## src/rtl/sb_tx_serializer_if.sv

```systemverilog
// Write-side bus between the sideband TX wrapper and the serializer.
// Signal names keep the serializer's legacy port names.
interface sb_tx_serializer_if;
    logic        i_write_enable;
    logic [63:0] i_tx_data_in;
    logic        i_flush;
    logic        o_fifo_full;
    logic        o_overflow;

    modport master (
        output i_write_enable,
        output i_tx_data_in,
        output i_flush,
        input  o_fifo_full,
        input  o_overflow
    );

    modport slave (
        input  i_write_enable,
        input  i_tx_data_in,
        input  i_flush,
        output o_fifo_full,
        output o_overflow
    );
endinterface

```

## src/rtl/sb_tx_serializer.sv

```systemverilog
// Sideband TX serializer: buffers 64-bit packets and shifts them out LSB-first
// with a gated forwarded clock and a fixed low gap after every packet.
module sb_tx_serializer #(
    parameter int unsigned DEPTH  = 4,
    parameter int unsigned GAP_UI = 32
) (
    input  logic                      i_clk,
    input  logic                      i_rst,
    sb_tx_serializer_if.slave         io_wr,
    output logic                      o_ser_done,
    output logic                      o_txdata_sb,
    output logic                      o_txclk_en,
    output logic                      o_busy
);

    localparam int unsigned AW = $clog2(DEPTH);
    localparam int unsigned CW = AW + 1;
    localparam int unsigned GW = (GAP_UI > 1) ? $clog2(GAP_UI) : 1;

    localparam logic [CW-1:0] CNT_FULL = CW'(DEPTH);
    localparam logic [GW-1:0] GAP_LAST = GW'(GAP_UI - 1);
    localparam logic [5:0]    BIT_LAST = 6'd63;

    localparam logic [1:0] ST_IDLE  = 2'd0;
    localparam logic [1:0] ST_SHIFT = 2'd1;
    localparam logic [1:0] ST_GAP   = 2'd2;

    logic [63:0]   r_mem [DEPTH];
    logic [AW-1:0] r_wr_ptr;
    logic [AW-1:0] r_rd_ptr;
    logic [CW-1:0] r_count;
    logic          r_overflow;

    logic [1:0]    r_state;
    logic [63:0]   r_shreg;
    logic [5:0]    r_bit_cnt;
    logic [GW-1:0] r_gap_cnt;
    logic          r_ser_done;

    logic w_full;
    logic w_empty;
    logic w_wr_acc;
    logic w_pop;
    logic w_last_bit;
    logic w_last_gap;

    assign w_full     = (r_count == CNT_FULL);
    assign w_empty    = (r_count == '0);
    // Fullness is judged on the registered count, so a pop in the same cycle
    // never makes room for a write to a full buffer.
    assign w_wr_acc   = io_wr.i_write_enable && !w_full && !io_wr.i_flush;
    assign w_pop      = (r_state == ST_IDLE) && !w_empty && !io_wr.i_flush;
    assign w_last_bit = (r_state == ST_SHIFT) && (r_bit_cnt == BIT_LAST);
    assign w_last_gap = (r_state == ST_GAP) && (r_gap_cnt == GAP_LAST);

    always_ff @(posedge i_clk) begin
        if (w_wr_acc) begin
            r_mem[r_wr_ptr] <= io_wr.i_tx_data_in;
        end
    end

    always_ff @(posedge i_clk or posedge i_rst) begin
        if (i_rst) begin
            r_wr_ptr   <= '0;
            r_rd_ptr   <= '0;
            r_count    <= '0;
            r_overflow <= 1'b0;
        end else if (io_wr.i_flush) begin
            r_wr_ptr   <= '0;
            r_rd_ptr   <= '0;
            r_count    <= '0;
            r_overflow <= 1'b0;
        end else begin
            if (w_wr_acc) begin
                r_wr_ptr <= r_wr_ptr + AW'(1);
            end
            if (w_pop) begin
                r_rd_ptr <= r_rd_ptr + AW'(1);
            end
            r_count    <= r_count + CW'(w_wr_acc) - CW'(w_pop);
            r_overflow <= io_wr.i_write_enable && w_full;
        end
    end

    always_ff @(posedge i_clk or posedge i_rst) begin
        if (i_rst) begin
            r_state    <= ST_IDLE;
            r_shreg    <= '0;
            r_bit_cnt  <= '0;
            r_gap_cnt  <= '0;
            r_ser_done <= 1'b0;
        end else if (io_wr.i_flush) begin
            r_state    <= ST_IDLE;
            r_shreg    <= '0;
            r_bit_cnt  <= '0;
            r_gap_cnt  <= '0;
            r_ser_done <= 1'b0;
        end else begin
            r_ser_done <= w_last_bit;
            case (r_state)
                ST_IDLE: begin
                    if (w_pop) begin
                        r_shreg   <= r_mem[r_rd_ptr];
                        r_bit_cnt <= '0;
                        r_state   <= ST_SHIFT;
                    end
                end
                ST_SHIFT: begin
                    r_shreg   <= {1'b0, r_shreg[63:1]};
                    r_bit_cnt <= r_bit_cnt + 6'd1;
                    if (w_last_bit) begin
                        r_gap_cnt <= '0;
                        r_state   <= ST_GAP;
                    end
                end
                ST_GAP: begin
                    if (w_last_gap) begin
                        r_gap_cnt <= '0;
                        r_state   <= ST_IDLE;
                    end else begin
                        r_gap_cnt <= r_gap_cnt + GW'(1);
                    end
                end
                default: begin
                    r_state <= ST_IDLE;
                end
            endcase
        end
    end

    // Serial outputs decode the registered state so reset silences them at once.
    assign o_txclk_en        = (r_state == ST_SHIFT);
    assign o_txdata_sb       = o_txclk_en && r_shreg[0];
    assign o_ser_done        = r_ser_done;
    assign o_busy            = (r_state != ST_IDLE) || !w_empty;
    assign io_wr.o_fifo_full = w_full;
    assign io_wr.o_overflow  = r_overflow;

endmodule

```

## src/flat_wrapper.sv

```systemverilog
// flat-port wrapper written by rule: the top's interface ports become plain ports
module sb_tx_serializer_flat 
#(
    parameter int unsigned DEPTH  = 4,
    parameter int unsigned GAP_UI = 32
)
  (i_clk, i_rst, o_ser_done, o_txdata_sb, o_txclk_en, o_busy, io_wr_i_write_enable, io_wr_i_tx_data_in, io_wr_i_flush, io_wr_o_fifo_full, io_wr_o_overflow);
  sb_tx_serializer_if io_wr_i ();
  input  logic i_clk;
  input  logic i_rst;
  output logic o_ser_done;
  output logic o_txdata_sb;
  output logic o_txclk_en;
  output logic o_busy;
  input wire logic [$bits(io_wr_i.i_write_enable)-1:0] io_wr_i_write_enable;
  input wire logic [$bits(io_wr_i.i_tx_data_in)-1:0] io_wr_i_tx_data_in;
  input wire logic [$bits(io_wr_i.i_flush)-1:0] io_wr_i_flush;
  output wire logic [$bits(io_wr_i.o_fifo_full)-1:0] io_wr_o_fifo_full;
  output wire logic [$bits(io_wr_i.o_overflow)-1:0] io_wr_o_overflow;
  assign io_wr_i.i_write_enable = io_wr_i_write_enable;
  assign io_wr_i.i_tx_data_in = io_wr_i_tx_data_in;
  assign io_wr_i.i_flush = io_wr_i_flush;
  assign io_wr_o_fifo_full = io_wr_i.o_fifo_full;
  assign io_wr_o_overflow = io_wr_i.o_overflow;
  sb_tx_serializer #(.DEPTH(DEPTH), .GAP_UI(GAP_UI)) u_core (.i_clk(i_clk), .i_rst(i_rst), .io_wr(io_wr_i), .o_ser_done(o_ser_done), .o_txdata_sb(o_txdata_sb), .o_txclk_en(o_txclk_en), .o_busy(o_busy));
endmodule
```

## config.mk

```make
export PLATFORM = sky130hd
export DESIGN_NAME = sb_tx_serializer_flat
export DESIGN_NICKNAME = d
export VERILOG_FILES = /design/src/rtl/sb_tx_serializer_if.sv /design/src/rtl/sb_tx_serializer.sv /design/src/flat_wrapper.sv
export SDC_FILE = /design/constraint.sdc
export NUM_CORES = 1
export LEC_CHECK = 0
export BUFFER_PORTS_ARGS = -buffer_cell sky130_fd_sc_hd__buf_2
export CAP_MARGIN = 20
export CORE_MARGIN = 3
export CORE_UTILIZATION = 25
export DETAILED_ROUTE_END_ITERATION = 6
export SETUP_SLACK_MARGIN = 0.4
export SLEW_MARGIN = 40
export SYNTH_ARGS = -nofsm -noshare
export SYNTH_HDL_FRONTEND = slang
export SYNTH_SLANG_ARGS = --single-unit
```

## constraint.sdc

```tcl
create_clock -name i_clk -period 3.3 [get_ports i_clk]
set_input_delay 0.66 -clock i_clk [delete_from_list [all_inputs] [get_ports i_clk]]
set_output_delay 0.66 -clock i_clk [all_outputs]
set_load 0.02 [all_outputs]
```

# After elaboration in Yosys (flattened, before gate mapping)
# Memories as Yosys holds them, arrays and structs flattened.
# Cells that the tools add are included.
[classes]
add_sub_neg = 6
mul = 0
n_div = 0
n_lt_le_gt_ge = 0
n_eq_ne = 8
shifts = 0
n_mux = 24
n_bitwise = 0
reduce_logical = 22
[ops]
columns = ["operator", "n"]
rows = [
  ["2-to-1 mux 64 bit", 2],
  ["case mux 64 bit (2 select lines)", 1],
  ["2-to-1 mux 2 bit", 8],
  ["2-to-1 mux 5 bit", 3],
  ["2-to-1 mux 6 bit", 2],
  ["case mux 6 bit (2 select lines)", 1],
  ["case mux 5 bit (2 select lines)", 1],
  ["logical AND 1 bit", 8],
  ["adder 6 x 1 -> 6 bit, second input constant", 1],
  ["== test 6 bit, second input constant", 1],
  ["inequality test 3 x 2 -> 1 bit, second input constant", 2],
  ["case mux 2 bit (3 select lines)", 1],
  ["nonzero test 2 bit", 3],
  ["nonzero test 3 bit", 2],
  ["adder 5 x 1 -> 5 bit, second input constant", 1],
  ["== test 5 bit, second input constant", 1],
  ["adder 2 x 1 -> 2 bit, second input constant", 2],
  ["2-to-1 mux 1 bit", 4],
  ["AND reduction 2 bit", 2],
  ["adder 3 x 1 -> 3 bit", 1],
  ["== test 3 bit, second input constant", 1],
  ["zero test 1 bit", 3],
  ["zero test 3 bit", 1],
  ["2-to-1 mux 3 bit", 1],
  ["7 further kinds", 7],
]
[totals]
ff_bits = 86
latchBits = 0
mem_bits_rw = 256
mem_bits_ro = 0
in_bits = 68
out_inout_bits = 6
wordCells = 70
memories = 1
[memory_table]
columns = ["name", "words", "word_bits", "rd", "rd_clocked_by_memory_dff", "wr", "line", "text"]
rows = [
  ["u_core.r_mem", 4, 64, 1, 0, 1, "sb_tx_serializer.sv:28", "logic [63:0] r_mem [DEPTH];"],
]

# Logic depth before layout (Yosys ltp)
[logic_depth]
depth_word = 7
depth_mapped = 11

# Least setup slack after synthesis
# No wires, ideal clock.
[synth_path]
path_type = "input -> register"
start = "input io_wr_i_flush"
end = "memory u_core.r_mem[0][0], enable pin"
setup_time_ns = 0.429
arrival_time_ns = 2.722
t_required_ns = 2.871
path_slack_ns = 0.149
stages = 4
n_path_buf = 1
cell_sequence = "clkbuf_1 nand2b_1 nor2_1 and2_1"
[synth_between]
elab_chain_cells = 4
[synth_lines]
columns = ["item", "line", "text"]
rows = [
  ["start: declaration", "flat_wrapper.sv:17", "input wire logic [$bits(io_wr_i.i_flush)-1:0] io_wr_i_flush;"],
  ["zero test 1 bit", "sb_tx_serializer.sv:51", "assign w_wr_acc = io_wr.i_write_enable && !w_full && !io_wr.i_flush;"],
  ["logical AND 1 bit", "sb_tx_serializer.sv:51", ""],
  ["2-to-1 mux 1 bit", "sb_tx_serializer.sv:57", "if (w_wr_acc) begin"],
  ["2-to-1 mux 1 bit (not written as such)", "sb_tx_serializer.sv:58", "r_mem[r_wr_ptr] <= io_wr.i_tx_data_in;"],
  ["end: declaration", "sb_tx_serializer.sv:28", ""],
]
# No other way between the ends.

# Worst setup path in the final report
[layout_path]
start = "register u_core.r_state[1]"
end = "output o_busy"
[layout_between]
elab_chain_cells = 2
[layout_lines]
columns = ["item", "line", "text"]
rows = [
  ["start: declaration", "sb_tx_serializer.sv:34", "logic [1:0] r_state;"],
  ["start signal: assignment", "sb_tx_serializer.sv:87", "r_state <= ST_IDLE;"],
  ["start signal: assignment", "sb_tx_serializer.sv:93", "r_state <= ST_IDLE;"],
  ["start signal: assignment", "sb_tx_serializer.sv:105", "r_state <= ST_SHIFT;"],
  ["nonzero test 2 bit", "sb_tx_serializer.sv:135", "assign o_busy = (r_state != ST_IDLE) || !w_empty;"],
  ["logical OR 1 bit", "sb_tx_serializer.sv:135", ""],
  ["end: declaration", "flat_wrapper.sv:14", "output logic o_busy;"],
]
# No other way between the ends.

==> summary.md <==
| Metric | Value |
|---|---|
| Die area | `0.0566 sq mm` |
| Final Cycle Share | `0.794` |
| Share of layout cells above drive strength 1 | `0.293` |
| Max_cap viols | `0` |
| Arr. time, crit path | `1.96 ns` |
| Cts hold-fix bufs | `0` |
| Unique masters post-synth | `45` |
| Chip height | `238 microns` |
| Largest net degree at the start of global routing | `67` |
| Post-synth EDFFs | `256` |
| Hold Vio Cnt, Final | `0` |
| CTS H-tree depth | `2` |
| Die X | `238 microns` |
| Sum Neg Setup Slack | `0 ns` |
| Hpwl dp | `16000 microns` |
| Synth Cell Area | `0.0135 sq mm` |
| CTS root buf | `clkbuf_16` |
| Reg2reg path depth | `10` |
| Total wire length | `28900 microns` |
| Clock Sinks | `342` |
| Reg2reg start | `u_core.r_count[1]` |
| Post-DP Area | `0.0147 sq mm` |
| Main synth FF type | `edfxtp_1` |
| Vias in the first global route | `7363` |
| Drt first-iter violations | `532` |
| Async SR Flop Fraction | `0.251` |
| Slew @ Worst Pin | `0.699 ns` |
| Clk pin slew, worst setup/hold paths | `0.06 ns` |
| Crit Path Max Fanout | `66` |
| Initial antenna violation count | `15` |
| Crit start category | `register` |
| Io pins | `74` |
| Routed vias/inst | `4.73` |
| Fin area | `0.0159 sq mm` |
| Status | `completed` |
| Syn nets | `766` |
| HP Class | `in2async` |
| Achievable Freq | `382 MHz` |
| Worst clock skew | `0.00880 ns` |
| Port-buffer cells | `73` |
| Antenna-violating nets left | `0` |
| Vias | `7010` |
| Synth Register Bits | `342` |
| Wire per inst | `19.5 microns` |
| R2R Setup Slk | `0.91 ns` |
| Relative slew slack | `0.534` |
| Synth Area per Inst | `19.6 sq um` |
| Syn Inst Count | `688` |
| Worst EP required | `2.64 ns` |
| RD Place Congestion | `0.682` |
| PwrDens | `752 mW/mm^2` |
| CTS max path bufs | `3` |
| Seq/Total Area, Yosys | `0.731` |
| Max-slew violation count | `0` |
| Std-Cell Rows | `84` |
| Synthesis-to-layout area growth | `18.4%` |
| DRT Pass-1 Iters | `5` |
| Global-route wire length before repair | `45300 microns` |
| Worst-Skew Late Latency | `0.51 ns` |
| Final Critical Period | `2.62 ns` |
| CTS tree | `done` |
| RSZ-0062 raised after global routing | `no` |
| Synth warnings | `0` |
| CP endpoint kind | `primary output` |
| VDD IR max | `0.322 mV` |
| Total CTS buffers | `36` |
| Leak pwr | `5.57 nW` |
| All-Layer GR Usage | `0.103` |
| Drt drc | `0` |
| Reg-to-reg endpoint | `u_core.r_count[2]` |
| Setup violations, final | `0` |
| Final net count | `841` |
| Core area | `0.0529 sq mm` |
| Global route overflow | `0` |
| Starting Density | `0.254` |
| Worst Path Class, Setup | `reg2out` |
[cell usage after synthesis (2+ instances only)]
| cell type | count | area [sq um] |
|---|---|---|
| and4_1 | 63 | 552 |
| nand3_1 | 7 | 35.0 |
| buf_2 | 11 | 55.1 |
| clkbuf_1 | 32 | 120 |
| nor2b_1 | 2 | 12.5 |
| dfrtp_1 | 86 | 2150 |
| or4_1 | 2 | 15.0 |
| or3_1 | 3 | 18.8 |
| a31oi_1 | 2 | 12.5 |
| a22o_1 | 3 | 26.3 |
| a21oi_1 | 9 | 45.0 |
| buf_1 | 5 | 18.8 |
| inv_1 | 10 | 37.5 |
| and2_1 | 5 | 31.3 |
| a221o_1 | 63 | 631 |
| o21ai_0 | 7 | 35.0 |
| ha_1 | 9 | 113 |
| mux4_2 | 64 | 1440 |
| buf_12 | 4 | 80.1 |
| edfxtp_1 | 256 | 7690 |
| nor2_1 | 9 | 33.8 |
| nand2b_1 | 5 | 31.3 |
| nand2_1 | 5 | 18.8 |
| o31ai_1 | 3 | 22.5 |
| mux2_2 | 3 | 33.8 |
[through the flow]
step / worst slack, ns / utilization / instances / total power [W] / hold slack [ns]
after floorplan: 0.418 / - / 688 / 0.00724 / 0.445
after global placement: 0.810 / 0.277 / 1412 / 0.00788 / 0.469
after detailed placement: 0.882 / 0.278 / 1413 / 0.00793 / 0.467
after CTS: 0.476 / 0.301 / 1476 / 0.0121 / 0.231
after global routing: 0.546 / 0.301 / 1476 / 0.0126 / 0.267
final: 0.680 / 0.301 / 1481 / 0.0120 / 0.220
[timing repair]
action | 4_1_cts | 5_1_grt
resized for setup | 0 | 1
setup endpoints to repair | 0 | 1
buffers inserted | 0 | 0
[metal layers]
| layer | vias up | GRT usage | routed length, microns |
|---|---|---|---|
| met4 | 12 | 0.0258 | 497 |
| li1 | 3064 | - | - |
| met1 | 3707 | 0.132 | 12400 |
| met2 | 171 | 0.171 | 14100 |
| met5 | - | 0 | 77 |
| met3 | 56 | 0.0296 | 1780 |
[layout make-up]
class	count	area (sq um)
clock buffers	43	1000
multi-input cells	283	3310
repair buffers	90	622
fillers	5101	36900
flip-flops and latches	342	9840
inverters	10	38.8
clock inverters	20	235
well taps	688	861
diodes	5	12.5
[power breakdown]
part / internal [W] / total, W / switching, W
registers: 0.00523 / 0.00566 / 0.000432
logic: 0.00104 / 0.00215 / 0.00111
clock network: 0.00256 / 0.00416 / 0.00160
[sequential cells by signal (all words and copies together) (netlist names)]
name	flops
u_core.o_ser_done	1
u_core.r_mem	256
u_core.r_bit_cnt	6
u_core.r_wr_ptr	2
u_core.r_state	2
u_core.r_shreg	64
u_core.r_count	3
u_core.r_gap_cnt	5
u_core.io_wr.o_overflow	1
u_core.r_rd_ptr	2
[worst max path at each step]
stage | start | end | slack, ns | cells past startpoint
6_report | u_core.r_state[1] | o_busy | 0.68 | 4
3_5_place_dp | u_core.r_rd_ptr[0] | u_core.r_shreg[22] | 0.88 | 5
3_3_place_gp | u_core.r_rd_ptr[0] | u_core.r_shreg[20] | 0.81 | 4
2_1_floorplan | i_rst | u_core.io_wr.o_overflow | 0.42 | 1
5_1_grt | u_core.r_state[1] | o_busy | 0.55 | 4
4_1_cts | u_core.r_state[1] | o_busy | 0.48 | 4
[worst max-delay path, stage by stage (launching register included)]
cell	delay, ns
dfrtp_1	0.52
nor2_4	0.16
buf_6	0.44
nand2_1	0.13
buf_2	0.20
[cells by family after synthesis]
family	after synthesis	share of synthesized area
xor+xnor	2	0.00130
compound gates	93	0.0613
simple gates	111	0.0625
buf+inv	63	0.0240
mux	67	0.110
flops	342	0.731
fa+ha+maj	10	0.00986
[layout by cell type, fill, tap and decap left out, types with 2 or more instances in the layout]
master      instances
mux2_2              3
clkinv_2           11
dfrtp_1            84
or3_1               2
inv_1               9
o21ai_0             7
nand2_1             5
and2_2              4
nor2_1              7
bufinv_16           5
a21oi_1             9
ha_1                9
o31ai_1             3
nor2_4              2
clkinvlp_4          3
nand3_1             7
edfxtp_1          256
diode_2             5
and4_1             63
buf_4               6
a221o_1            63
nor2b_1             2
or4_1               2
buf_12             10
mux4_2             64
clkbuf_1            3
clkbuf_16          39
a22o_1              3
nand2b_1            5
buf_2              73
a31oi_1             2
Note: power is estimated with default switching activity, not from simulation.
